$ cat src/rtl/uart_pkg.sv
// Shared UART types, defaults and helpers.
// Used by the rx core and the baud tick generator.
package uart_pkg;

    localparam int DEF_DATA_BITS  = 8;
    localparam int DEF_OVERSAMPLE = 16;

    typedef enum logic [2:0] {
        IDLE,
        START,
        DATA,
        PARITY,
        STOP,
        BREAK
    } rx_state_e;

    // Expected parity bit for a data word (zero padding does not change it).
    function automatic logic calc_parity(
        input logic [31:0] data,
        input logic        odd
    );
        return (^data) ^ odd;
    endfunction

endpackage

$ cat src/rtl/uart_baud_tick.sv
// Oversample tick generator: one tick every div+1 clocks.
// Shared between the rx and tx cores.
module uart_baud_tick #(
    parameter int DIV_W = 16
) (
    input  logic             clk,
    input  logic             rst,
    input  logic             clear,
    input  logic [DIV_W-1:0] div,
    output logic             tick
);

    logic [DIV_W-1:0] r_cnt;

    assign tick = (r_cnt == div);

    always_ff @(posedge clk) begin
        if (rst || clear) begin
            r_cnt <= '0;
        end else if (tick) begin
            r_cnt <= '0;
        end else begin
            r_cnt <= r_cnt + 1'b1;
        end
    end

endmodule

$ cat src/rtl/uart_rx_core.sv
// UART receiver: 16x oversampled deframer feeding a
// one-entry valid/ready holding register.
module uart_rx_core
    import uart_pkg::*;
#(
    parameter int DATA_BITS  = DEF_DATA_BITS,
    parameter int OVERSAMPLE = DEF_OVERSAMPLE,
    parameter int DIV_W      = 16
) (
    input  logic                 clk,
    input  logic                 rst,
    input  logic [DIV_W-1:0]     baud_div,
    input  logic                 parity_en,
    input  logic                 parity_odd,
    input  logic                 rx,
    output logic [DATA_BITS-1:0] rx_data,
    output logic                 rx_valid,
    input  logic                 rx_ready,
    output logic                 frame_err,
    output logic                 parity_err,
    output logic                 overrun,
    output logic                 busy
);

    localparam int SW = $clog2(OVERSAMPLE);
    localparam int BW = $clog2(DATA_BITS);
    localparam logic [SW-1:0] MID_S  = SW'(OVERSAMPLE / 2 - 1);
    localparam logic [SW-1:0] LAST_S = SW'(OVERSAMPLE - 1);
    localparam logic [BW-1:0] LAST_B = BW'(DATA_BITS - 1);

    logic                 r_s1;
    logic                 r_s2;
    rx_state_e            r_state;
    logic [SW-1:0]        r_scnt;
    logic [BW-1:0]        r_bcnt;
    logic [DATA_BITS-1:0] r_shift;
    logic [DIV_W-1:0]     r_div;
    logic                 r_pen;
    logic                 r_podd;
    logic                 r_perr;
    logic                 r_ferr;
    logic                 r_done;
    logic [DATA_BITS-1:0] r_rx_data;
    logic                 r_rx_valid;
    logic                 r_frame_err;
    logic                 r_parity_err;
    logic                 r_overrun;

    logic w_rxs;
    logic w_tick;
    logic w_clear;
    logic w_sample;

    assign w_rxs    = r_s2;
    assign w_clear  = (r_state == IDLE) && !w_rxs;
    assign w_sample = w_tick && (r_scnt == MID_S);

    uart_baud_tick #(
        .DIV_W (DIV_W)
    ) u_tick (
        .clk   (clk),
        .rst   (rst),
        .clear (w_clear),
        .div   (r_div),
        .tick  (w_tick)
    );

    always_ff @(posedge clk) begin
        if (rst) begin
            r_s1 <= 1'b1;
            r_s2 <= 1'b1;
        end else begin
            r_s1 <= rx;
            r_s2 <= r_s1;
        end
    end

    always_ff @(posedge clk) begin
        if (rst) begin
            r_state <= IDLE;
            r_scnt  <= '0;
            r_bcnt  <= '0;
            r_shift <= '0;
            r_div   <= '0;
            r_pen   <= 1'b0;
            r_podd  <= 1'b0;
            r_perr  <= 1'b0;
            r_ferr  <= 1'b0;
            r_done  <= 1'b0;
        end else begin
            r_done <= 1'b0;
            if (w_tick) begin
                r_scnt <= (r_scnt == LAST_S) ? '0 : r_scnt + 1'b1;
            end
            unique case (r_state)
                IDLE: begin
                    // Frame settings are frozen here for the whole frame.
                    if (!w_rxs) begin
                        r_state <= START;
                        r_scnt  <= '0;
                        r_div   <= baud_div;
                        r_pen   <= parity_en;
                        r_podd  <= parity_odd;
                        r_perr  <= 1'b0;
                    end
                end
                START: begin
                    if (w_sample) begin
                        r_state <= w_rxs ? IDLE : DATA;
                        r_bcnt  <= '0;
                    end
                end
                DATA: begin
                    if (w_sample) begin
                        r_shift <= {w_rxs, r_shift[DATA_BITS-1:1]};
                        r_bcnt  <= r_bcnt + 1'b1;
                        if (r_bcnt == LAST_B) begin
                            r_state <= r_pen ? PARITY : STOP;
                        end
                    end
                end
                PARITY: begin
                    if (w_sample) begin
                        r_perr  <= w_rxs != calc_parity(32'(r_shift), r_podd);
                        r_state <= STOP;
                    end
                end
                STOP: begin
                    // Leave at mid-stop so the next start edge is not missed.
                    if (w_sample) begin
                        r_done  <= 1'b1;
                        r_ferr  <= !w_rxs;
                        r_state <= w_rxs ? IDLE : BREAK;
                    end
                end
                BREAK: begin
                    if (w_rxs) begin
                        r_state <= IDLE;
                    end
                end
                default: r_state <= IDLE;
            endcase
        end
    end

    always_ff @(posedge clk) begin
        if (rst) begin
            r_rx_data    <= '0;
            r_rx_valid   <= 1'b0;
            r_frame_err  <= 1'b0;
            r_parity_err <= 1'b0;
            r_overrun    <= 1'b0;
        end else begin
            r_overrun <= 1'b0;
            if (r_done) begin
                if (!r_rx_valid || rx_ready) begin
                    r_rx_data    <= r_shift;
                    r_frame_err  <= r_ferr;
                    r_parity_err <= r_perr;
                    r_rx_valid   <= 1'b1;
                end else begin
                    r_overrun <= 1'b1;
                end
            end else if (r_rx_valid && rx_ready) begin
                r_rx_valid <= 1'b0;
            end
        end
    end

    assign rx_data    = r_rx_data;
    assign rx_valid   = r_rx_valid;
    assign frame_err  = r_frame_err;
    assign parity_err = r_parity_err;
    assign overrun    = r_overrun;
    assign busy       = (r_state != IDLE);

endmodule

$ cat config.mk
export PLATFORM = sky130hd
export DESIGN_NAME = uart_rx_core
export DESIGN_NICKNAME = d
export VERILOG_FILES = /design/src/rtl/uart_pkg.sv /design/src/rtl/uart_baud_tick.sv /design/src/rtl/uart_rx_core.sv
export SDC_FILE = /design/constraint.sdc
export NUM_CORES = 1
export LEC_CHECK = 0
export BUFFER_PORTS_ARGS = -buffer_cell sky130_fd_sc_hd__buf_4
export CELL_PAD_IN_SITES_DETAIL_PLACEMENT = 0
export CELL_PAD_IN_SITES_GLOBAL_PLACEMENT = 2
export CORE_UTILIZATION = 39
export DETAILED_ROUTE_END_ITERATION = 8
export PLACE_DENSITY_LB_ADDON = 0.08
export REMOVE_ABC_BUFFERS = 1
export SYNTH_ARGS = -nofsm -noshare
export SYNTH_HDL_FRONTEND = slang
export SYNTH_HIERARCHICAL = 1
export SYNTH_SLANG_ARGS = --single-unit
$ cat constraint.sdc
create_clock -name clk -period 7.5 [get_ports clk]
set_input_delay 1.125 -clock clk [delete_from_list [all_inputs] [get_ports clk]]
set_output_delay 1.125 -clock clk [all_outputs]
set_load 0.01 [all_outputs]
==> results of run 1 <==
-- cells in the final DEF, fill, tap and decap left out, types with 2 or more instances in the layout --
| cell type | synthesis | routed |
|---|---|---|
| xnor2_1 | 32 | 32 |
| xor2_1 | 5 | 5 |
| or4_4 | 2 | 2 |
| a211oi_2 | 2 | 2 |
| nor2_1 | 27 | 27 |
| nor3_1 | 23 | 23 |
| o21ai_0 | 3 | 2 |
| nor4_4 | 2 | 2 |
| a211o_1 | 2 | 2 |
| clkbuf_8 | 0 | 9 |
| o32ai_1 | 2 | 2 |
| buf_4 | 1 | 35 |
| nand2_1 | 48 | 48 |
| nor4_1 | 5 | 5 |
| nor2b_1 | 2 | 2 |
| nand4_1 | 6 | 6 |
| mux2_2 | 2 | 2 |
| ha_1 | 4 | 4 |
| a21oi_1 | 24 | 24 |
| inv_1 | 9 | 9 |
| a22oi_1 | 2 | 2 |
| or2_2 | 3 | 3 |
| a211oi_1 | 2 | 2 |
| clkinvlp_4 | 0 | 2 |
| nand3_1 | 6 | 6 |
| nor3b_1 | 2 | 2 |
| mux2i_1 | 20 | 20 |
| dfxtp_1 | 69 | 69 |
| bufinv_16 | 0 | 2 |
| and4_1 | 2 | 2 |
-- flip-flops by register name (all words and copies together) (netlist names) --
register      flops
r_state           3
parity_err        1
r_s2              1
r_ferr            1
r_pen             1
r_perr            1
r_done            1
r_podd            1
rx_data           8
r_bcnt            3
r_scnt            4
overrun           1
u_tick/r_cnt     16
r_s1              1
r_shift           8
rx_valid          1
frame_err         1
r_div            16
-- power breakdown --
group          switching (mW)  internal (mW)  leakage, nW
logic                  0.0439         0.0329        0.762
registers              0.0124          0.377        0.558
clock network           0.147          0.188        0.106
-- cells by family (layout without fill, tap and decap cells) --
kind of cell / count (synthesis) / in the layout / share of synthesized area
AOI/OAI and AO/OA: 44 / 44 / 0.0890
adders and majority gates: 4 / 4 / 0.0158
muxes: 22 / 22 / 0.0701
and+or+nand+nor: 138 / 138 / 0.234
DFF: 69 / 69 / 0.435
buffers and inverters: 30 / 61 / 0.0477
xor gates and xnor gates: 38 / 38 / 0.109
-- per-stage QoR --
step	power, mW	hold slack, ns	instance area, um^2
floorplan	0.445	0.389	3060
global placement	0.476	0.394	3450
detailed placement	0.477	0.398	3450
CTS	0.815	0.415	3670
global route	0.843	0.424	3670
finish	0.802	0.411	3670
-- layer usage --
layer  global-route usage  routed length [um]  up-vias
li1                     -                   -     1246
met1                0.230                3380     1097
met2                0.260                2740       41
met3               0.0373                 201        9
met4               0.0742                 109        0
met5                    0                   0        -
-- critical path, cell delays in order, from the launching register on --
cell,delay (ns)
dfxtp_1,0.51
or3_1,0.44
buf_4,0.15
-- final cells by class --
cell class	count	area (um^2)
fill	810	4130
sequential	69	1380
clock buffer	9	124
multi-input combinational	246	1640
inverter	10	37.5
timing repair buffer	35	263
tap	102	128
clock inverter	7	97.6
-- worst paths after layout --
kind            end  slack (ns)  cells after the start
max            busy        4.93                      2
min            r_s2        0.41                      1
max reg2reg  r_perr        4.98                      8
min reg2reg    r_s2        0.41                      1
==> metrics, run 1 <==
Max clock buf depth 2; largest net degree at the start of global routing 56; Avg Cell Area, Syn 9.21 um^2; Slew HR 0.238; Setup TNS 0 ns; HP Start r_s1; top-level I/O count 35; worst skew pair latency 0.35 ns; count leader, synth dfxtp_1; Min-Delay Path Class reg -> reg; nets@finish 397; crit path launch r_state[2]; hpwl dp 4150 um; synthesized flop and latch total 69; Worst Path Arrival 1.45 ns; root buffer cell clkbuf_8; status finished, final reports clean; Die W 92.3 um; hold_buf cts 0; Routed Antenna Nets 0; Startpoint Class flop; worst r2r src u_tick/r_cnt[2]; Setup Skew 0.0123 ns; Netlist cell types 50; kind of critical path reg -> out; dpl ws 4.87 ns; Synth Instances 345; initial antenna violation count 0; 1st-iter DRT viols 63; final hold viol count 0; GRT overflow 0; Setup-failing EPs final 0; Seq/Total Area, Yosys 0.435; Max Cap Viol 0; Setup Buffers After CTS 0; CORE AREA 7810 um^2; Worst Tran Pin Value 1.14 ns; Tmin final 2.57 ns; total CTS buffers 9; synth cell count leaders 69 x dfxtp_1, 48 x nand2_1, 32 x xnor2_1; ant diodes 0; DR pass1 iterations 4; Worst-path clk slew 0.08 ns; Max VDD drop 0.0791 mV; mapped cell area 3180 um^2; placed cell count 462; Layout Area Growth over Synthesis 15.7%; chip height 92.3 um; PwrDens 218 nW/um^2; Placer Congestion 0.733; setup slack after layout 4.93 ns; die area 8510 um^2; Starting Density 0.407; PortBufs 34; EDFF count, synth 0; CTS H-tree depth 3; RSZ-0062 raised after global routing false; Tcrit/Tclk final 0.343; cell taking the most area after synthesis dfxtp_1; Max Fclk 0.388 GHz; number of global-route vias before repair 2361; critical path fanouts, max 19; vias per inst 5.01; top_reg_cell synth dfxtp_1; final WL 6430 um; WL per Instance 13.5 um; CP Data Required Time 6.38 ns; synth warn 6; post-CTS sizing 0; top cell type's share of synthesized area 0.435; Worst Setup End Kind output port; layout cells sized above 1 0.184; Leak 1.43 nW; final design utilization 0.471; share of synthesized registers carrying an async set or reset 0; Sink Count 69; Synth area leaders dfxtp_1 43%, xnor2_1 8.8%, mux2i_1 6.3%; CTS tree done; Tot GR Track Use 0.170; Row Count 32; Pins Over Slew Limit 0; # DRC 0; final std cells w/o fill 478; detailed-route via count 2393; first-pass GRT wire length 11300 um
Note: power is estimated with default switching activity, not from simulation.
==> inputs of run 2 (changes only) <==
--- a/config.mk
+++ b/config.mk
@@ -5,10 +5,11 @@
 export SDC_FILE = /design/constraint.sdc
 export NUM_CORES = 1
 export LEC_CHECK = 0
+export ABC_AREA = 1
 export BUFFER_PORTS_ARGS = -buffer_cell sky130_fd_sc_hd__buf_4
 export CELL_PAD_IN_SITES_DETAIL_PLACEMENT = 0
 export CELL_PAD_IN_SITES_GLOBAL_PLACEMENT = 2
-export CORE_UTILIZATION = 39
+export CORE_UTILIZATION = 29
 export DETAILED_ROUTE_END_ITERATION = 8
 export PLACE_DENSITY_LB_ADDON = 0.08
 export REMOVE_ABC_BUFFERS = 1
==> constraint.sdc (replaced) <==
create_clock -name clk -period 2.3 [get_ports clk]
set_input_delay 0.345 -clock clk [delete_from_list [all_inputs] [get_ports clk]]
set_output_delay 0.345 -clock clk [all_outputs]
set_load 0.01 [all_outputs]
==> run 2 against run 1 <==
Compared with the run above:
- register-to-register slack worse by 4.7 ns
- synthesized area up 3.3%
- worst setup slack got worse by 4.7 ns
- wire length is 21% higher
- sequential cell count is the same
- combinational power grew to 6.5 times the previous value
- synthesized cell count rose by 37%
- sequential power increased to 3.5 times the previous value
- global-route usage fell by 2.2 points
- die area increased by 38%
- sequential share of layout area fell by 3.4 points
- largest power group is now clock
==> metrics, run 2 <==
clock share of power 0.451; Tmin final 2.03 ns; Startpoint Class flop; critical path fanouts, max 9; top-level I/O count 35; placed cell count 641; Setup-failing EPs final 0; synth warn 6; Layout Area Growth over Synthesis 23.2%; worst r2r src u_tick/r_cnt[10]; Row Count 38; Fillers 1193; Tot GR Track Use 0.148; cell taking the most area after synthesis dfxtp_1; kind of critical path reg -> reg; layout cells sized above 1 0.169; vias per inst 4.37; PwrDens 832 nW/um^2; RSZ-0062 raised after global routing false; final WL 7780 um; CP max-delay cell dfxtp_1; die area 11800 um^2; Pins Over Slew Limit 0; WL per Instance 11.8 um; # DRC 0; CP max stage delay 0.41 ns; first-pass GRT wire length 13300 um; family with the most delay on the worst path simple AND/OR/NAND/NOR gates; Die W 108 um; most frequent cells in the layout 106 x nand2_1, 90 x nor2_1, 68 x dfxtp_1; Starting Density 0.300; nets@finish 543; CP Data Required Time 2.57 ns; top cell type's share of synthesized area 0.421; Placer Congestion 0.767; total CTS buffers 9; 1st-iter DRT viols 74; Max VDD drop 0.496 mV; dpl ws 0.144 ns; synthesized flop and latch total 69; DR pass1 iterations 4; R2R Path End r_shift[1]; crit path launch u_tick/r_cnt[10]; chip height 108 um; Max Fclk 0.493 GHz; Seq/Total Area, Yosys 0.421; cell-internal power 2.45 mW; initial antenna violation count 0; crit path buf inv count 3; Min-Delay Path Class in -> reg; Avg Cell Area, Syn 6.94 um^2; root buffer cell clkbuf_16; Worst Setup EP r_shift[1]; largest net degree at the start of global routing 20; area occupied by multi-input gates 1590 um^2; worst hold stages 2; Setup Skew 0.00759 ns; Worst Tran Pin Value 0.555 ns; Tcrit/Tclk final 0.881; Synth Instances 473; Slew HR 0.630; synth cell count leaders 106 x nand2_1, 90 x nor2_1, 69 x dfxtp_1; commonest non-fill, non-tap cell in the layout nand2_1; EDFF count, synth 0; setup slack after layout 0.273 ns; cell count along the critical path 14; hold_buf cts 0; R2R depth 14; Logic pwr share 0.148; Max Cap Viol 0; status finished, final reports clean; net load switching power 0.915 mW; Worst Setup End Kind flop; Netlist cell types 34; Cell Chain, Critical Path inv_1 > nand2_1 > nand2_1 > nor2_1 > nand2_1 > nor2_1 > nand2_1 > inv_2 > nand3_2 > nor2_4 > inv_4 > nor2_4 > o21ai_0 > a21oi_1; share of synthesized registers carrying an async set or reset 0; mapped cell area 3280 um^2; top_reg_cell synth dfxtp_1; hpwl dp 5520 um; Worst-path clk slew 0.06 ns; GRT overflow 0; Setup TNS 0 ns; critical path's most frequent cell nand2_1; final std cells w/o fill 662; CTS tree done; number of global-route vias before repair 2893; Routed Antenna Nets 0; count leader, synth nand2_1; Reg power frac 0.401; detailed-route via count 2896; Reg area 1380 um^2; Regs by FF count r_div: 16 flops, u_tick/r_cnt: 16 flops; CTS H-tree depth 3; Leak 1.78 nW; Synth area leaders dfxtp_1 42%, nand2_1 12%, nor2_1 10%; CORE AREA 10900 um^2; Worst Path Arrival 2.29 ns; worst skew pair latency 0.33 ns; R2R Setup Slk 0.27 ns; PortBufs 34; Max clock buf depth 2; Switching Share 0.272; ant diodes 0; Sink Count 69; final hold viol count 0
-- run 2: cell count changes after synthesis, moves of 5 or more --
| cell | delta |
|---|---|
| xnor2_1 | -29 |
| nor2_1 | +63 |
| o21ai_0 | +36 |
| xor2_1 | +5 |
| nand3_1 | +11 |
| nor3_1 | -18 |
| mux2i_1 | -20 |
| inv_1 | +51 |
| nor4_1 | -5 |
| nand2_1 | +58 |
| clkbuf_1 | -6 |
-- run 2: area by class of cell --
cell class                 instances  area share
clock buffer                      11      0.0600
clock inverter                     5      0.0207
inverter                          64      0.0600
multi-input combinational        330       0.394
sequential                        69       0.342
tap                              140      0.0433
timing repair buffer              43      0.0798
-- run 2: worst min-delay path by stage --
stage	slack, ns	to	startpoint
CTS	0.18	r_s1	rx
floorplan	0.39	r_s2	r_s1
global placement	0.39	r_s2	r_s1
finish	0.20	r_s1	rx
detailed placement	0.40	r_s2	r_s1
global route	0.18	r_s1	rx
-- run 2: what timing repair did --
action,CTS,global route
buffers inserted,0,4
gates resized for setup,0,2
hold endpoints to repair,0,0
setup endpoints to repair,0,15
-- run 2: kinds of logic (layout without fill, tap and decap cells) --
group,Yosys count,in the layout,synth area share
AND/OR/NAND/NOR,243,244,0.321
buffers and inverters,75,123,0.0972
AO/OA/AOI/OAI,69,69,0.112
flip-flops,69,69,0.421
XOR/XNOR,13,13,0.0347
adder cells (fa/ha/maj),4,4,0.0152
-- run 2: worst reg2reg max path: stages (launching register included) --
cell     delay (ns)
dfxtp_1        0.41
inv_1          0.09
nand2_1        0.06
nand2_1        0.05
nor2_1         0.10
nand2_1        0.08
nor2_1         0.10
nand2_1        0.12
inv_2          0.13
nand3_2        0.12
nor2_4         0.19
inv_4          0.09
nor2_4         0.20
o21ai_0        0.11
a21oi_1        0.12
-- run 2: power groups by stage --
stage               combinational, mW  clock (mW)  sequential (mW)
finish                          0.499        1.52             1.35
global route                    0.585        1.62             1.36
CTS                             0.509        1.57             1.35
detailed placement              0.508           0             1.37
global placement                0.506           0             1.37
floorplan                       0.364           0             1.35
-- run 2: metal layers --
| layer | global-route usage | wire [um] | vias to the layer above |
|---|---|---|---|
| met3 | 0.0398 | 189 | 13 |
| met4 | 0.0608 | 143 | 0 |
| met1 | 0.169 | 3670 | 1289 |
| met2 | 0.260 | 3770 | 37 |
| met5 | 0 | 0 | - |
| li1 | - | - | 1557 |
-- run 2: through the flow --
| stage | total power [mW] | util | area [um^2] | hold WS (ns) |
|---|---|---|---|---|
| final | 3.37 | 0.370 | 4040 | 0.197 |
| after detailed placement | 1.88 | 0.336 | 3670 | 0.396 |
| after global placement | 1.88 | 0.336 | 3670 | 0.393 |
| after global routing | 3.57 | 0.370 | 4040 | 0.180 |
| after CTS | 3.43 | 0.366 | 4000 | 0.184 |
| after floorplan | 1.72 | - | 3210 | 0.389 |
==> inputs of run 3 (changes only) <==
--- a/config.mk
+++ b/config.mk
@@ -9,6 +9,7 @@
 export BUFFER_PORTS_ARGS = -buffer_cell sky130_fd_sc_hd__buf_4
 export CELL_PAD_IN_SITES_DETAIL_PLACEMENT = 0
 export CELL_PAD_IN_SITES_GLOBAL_PLACEMENT = 2
+export CORE_MARGIN = 4
 export CORE_UTILIZATION = 29
 export DETAILED_ROUTE_END_ITERATION = 8
 export PLACE_DENSITY_LB_ADDON = 0.08
==> run 3 against run 2 <==
Compared with the run above:
- fmax decreased by 0.10%
- combinational power increased by 3%
- clock skew about the same
- total power decreased by 5.3%
- design area fell by 1.2%
- non-clock buffer count fell by 1
==> metrics, run 3 (synthesis results as in run 2) <==
status finished, final reports clean; Cell Chain, Critical Path inv_1 > nand2_1 > nand2_1 > nor2_1 > nand2_1 > nor2_1 > nand2_1 > inv_1 > nand3_2 > nor2_4 > buf_4 > o21ai_2 > nor2_4 > nand3_1 > nand2_1 > a21oi_1; Row Count 38; root buffer cell clkbuf_16; hpwl dp 5630 um; Max Fclk 0.493 GHz; Worst Setup End Kind flop; Switching Share 0.275; family with the most delay on the worst path simple AND/OR/NAND/NOR gates; crit path buf inv count 3; number of global-route vias before repair 2836; commonest non-fill, non-tap cell in the layout nand2_1; Pins Over Slew Limit 0; Setup Skew 0.00754 ns; worst skew pair latency 0.33 ns; Worst Path Arrival 2.24 ns; critical path fanouts, max 5; Placer Congestion 0.743; Max VDD drop 0.462 mV; Routed Antenna Nets 0; Worst-path clk slew 0.05 ns; dpl ws 0.255 ns; kind of critical path reg -> reg; detailed-route via count 2866; Min-Delay Path Class in -> reg; CORE AREA 11000 um^2; Design Power 3.19 mW; critical path's most frequent cell nand2_1; total CTS buffers 9; net load switching power 0.875 mW; first-pass GRT wire length 13300 um; layout cells sized above 1 0.166; top-level I/O count 35; Tot GR Track Use 0.129; Starting Density 0.299; vias per inst 4.35; Layout Area Growth over Synthesis 21.7%; final hold viol count 0; final std cells w/o fill 659; ant diodes 0; Setup TNS 0 ns; Regs by FF count r_div: 16 flops, u_tick/r_cnt: 16 flops; largest net degree at the start of global routing 32; nets@finish 541; WL per Instance 11.9 um; setup slack after layout 0.271 ns; Leak 1.77 nW; CTS tree done; Worst Tran Pin Value 0.431 ns; chip height 114 um; Die W 114 um; Max Cap Viol 0; PwrDens 798 nW/um^2; Sink Count 69; Max clock buf depth 2; DR pass1 iterations 4; Slew HR 0.713; Tcrit/Tclk final 0.882; die area 13100 um^2; CP max-delay cell dfxtp_2; # DRC 0; Logic pwr share 0.161; Startpoint Class flop; 1st-iter DRT viols 80; initial antenna violation count 0; CP max stage delay 0.36 ns; placed cell count 640; CTS H-tree depth 3; GRT overflow 0; final WL 7860 um; CP Data Required Time 2.51 ns; PortBufs 34; Tmin final 2.03 ns; Reg power frac 0.423; clock share of power 0.415; cell-internal power 2.31 mW; Setup-failing EPs final 0; most frequent cells in the layout 106 x nand2_1, 90 x nor2_1, 63 x dfxtp_1; RSZ-0062 raised after global routing false
[run 3: cell count changes in the layout (fill, tap and decap cells not counted), moves of 2 or more]
cell and change:
clkinvlp_4 -2, dfxtp_1 -5, buf_4 -3, clkbuf_1 +3, dfxtp_2 +5
[run 3: stage by stage]
step / cell area, um^2 / hold WS [ns] / util
after CTS: 3960 / 0.188 / 0.360
after floorplan: 3210 / 0.389 / -
final: 4000 / 0.202 / 0.364
after global routing: 4000 / 0.201 / 0.364
after global placement: 3680 / 0.394 / 0.335
after detailed placement: 3680 / 0.398 / 0.335
[run 3: timing repair]
item                                    CTS  global route
hold buffers                              0             0
endpoints found under the setup margin    0             6
buffers inserted                          0             4
resized for setup                         0             7
[run 3: worst reg2reg max path, stage by stage, from the launching register on]
cell	delay (ns)
dfxtp_2	0.36
inv_1	0.09
nand2_1	0.06
nand2_1	0.05
nor2_1	0.08
nand2_1	0.11
nor2_1	0.11
nand2_1	0.10
inv_1	0.10
nand3_2	0.12
nor2_4	0.20
buf_4	0.14
o21ai_2	0.07
nor2_4	0.14
nand3_1	0.09
nand2_1	0.07
a21oi_1	0.04
[run 3: area by class of cell]
type                    count  area, um^2
well taps                 140         175
fillers                  1211        6990
repair buffers             42         332
inverters                  64         243
flip-flops and latches     69        1390
clock buffers              13         240
clock inverters             2        35.0
multi-input cells         329        1580
[run 3: power by group through the flow]
stage | sequential (mW) | combinational (mW) | clock, mW
2_1_floorplan | 1.35 | 0.364 | 0
3_3_place_gp | 1.37 | 0.528 | 0
3_5_place_dp | 1.37 | 0.524 | 0
5_1_grt | 1.36 | 0.598 | 1.43
4_1_cts | 1.35 | 0.526 | 1.38
6_report | 1.35 | 0.514 | 1.32
[run 3: final timing paths]
kind	to	cells past startpoint	startpoint	slack (ns)
worst min-delay path	r_s1	2	rx	0.20
worst min register to register	r_s2	1	r_s1	0.41
worst max-delay path	r_state[2]	16	u_tick/r_cnt[11]	0.27
worst max register to register	r_state[2]	16	u_tick/r_cnt[11]	0.27
[run 3: metal layers]
metal  GRT usage  share of wire  vias to the layer above
met3      0.0301          0.024                       10
met2       0.227           0.50                       19
li1            -              -                     1548
met4      0.0475          0.016                        0
met1       0.151           0.46                     1289
met5           0              0                        -
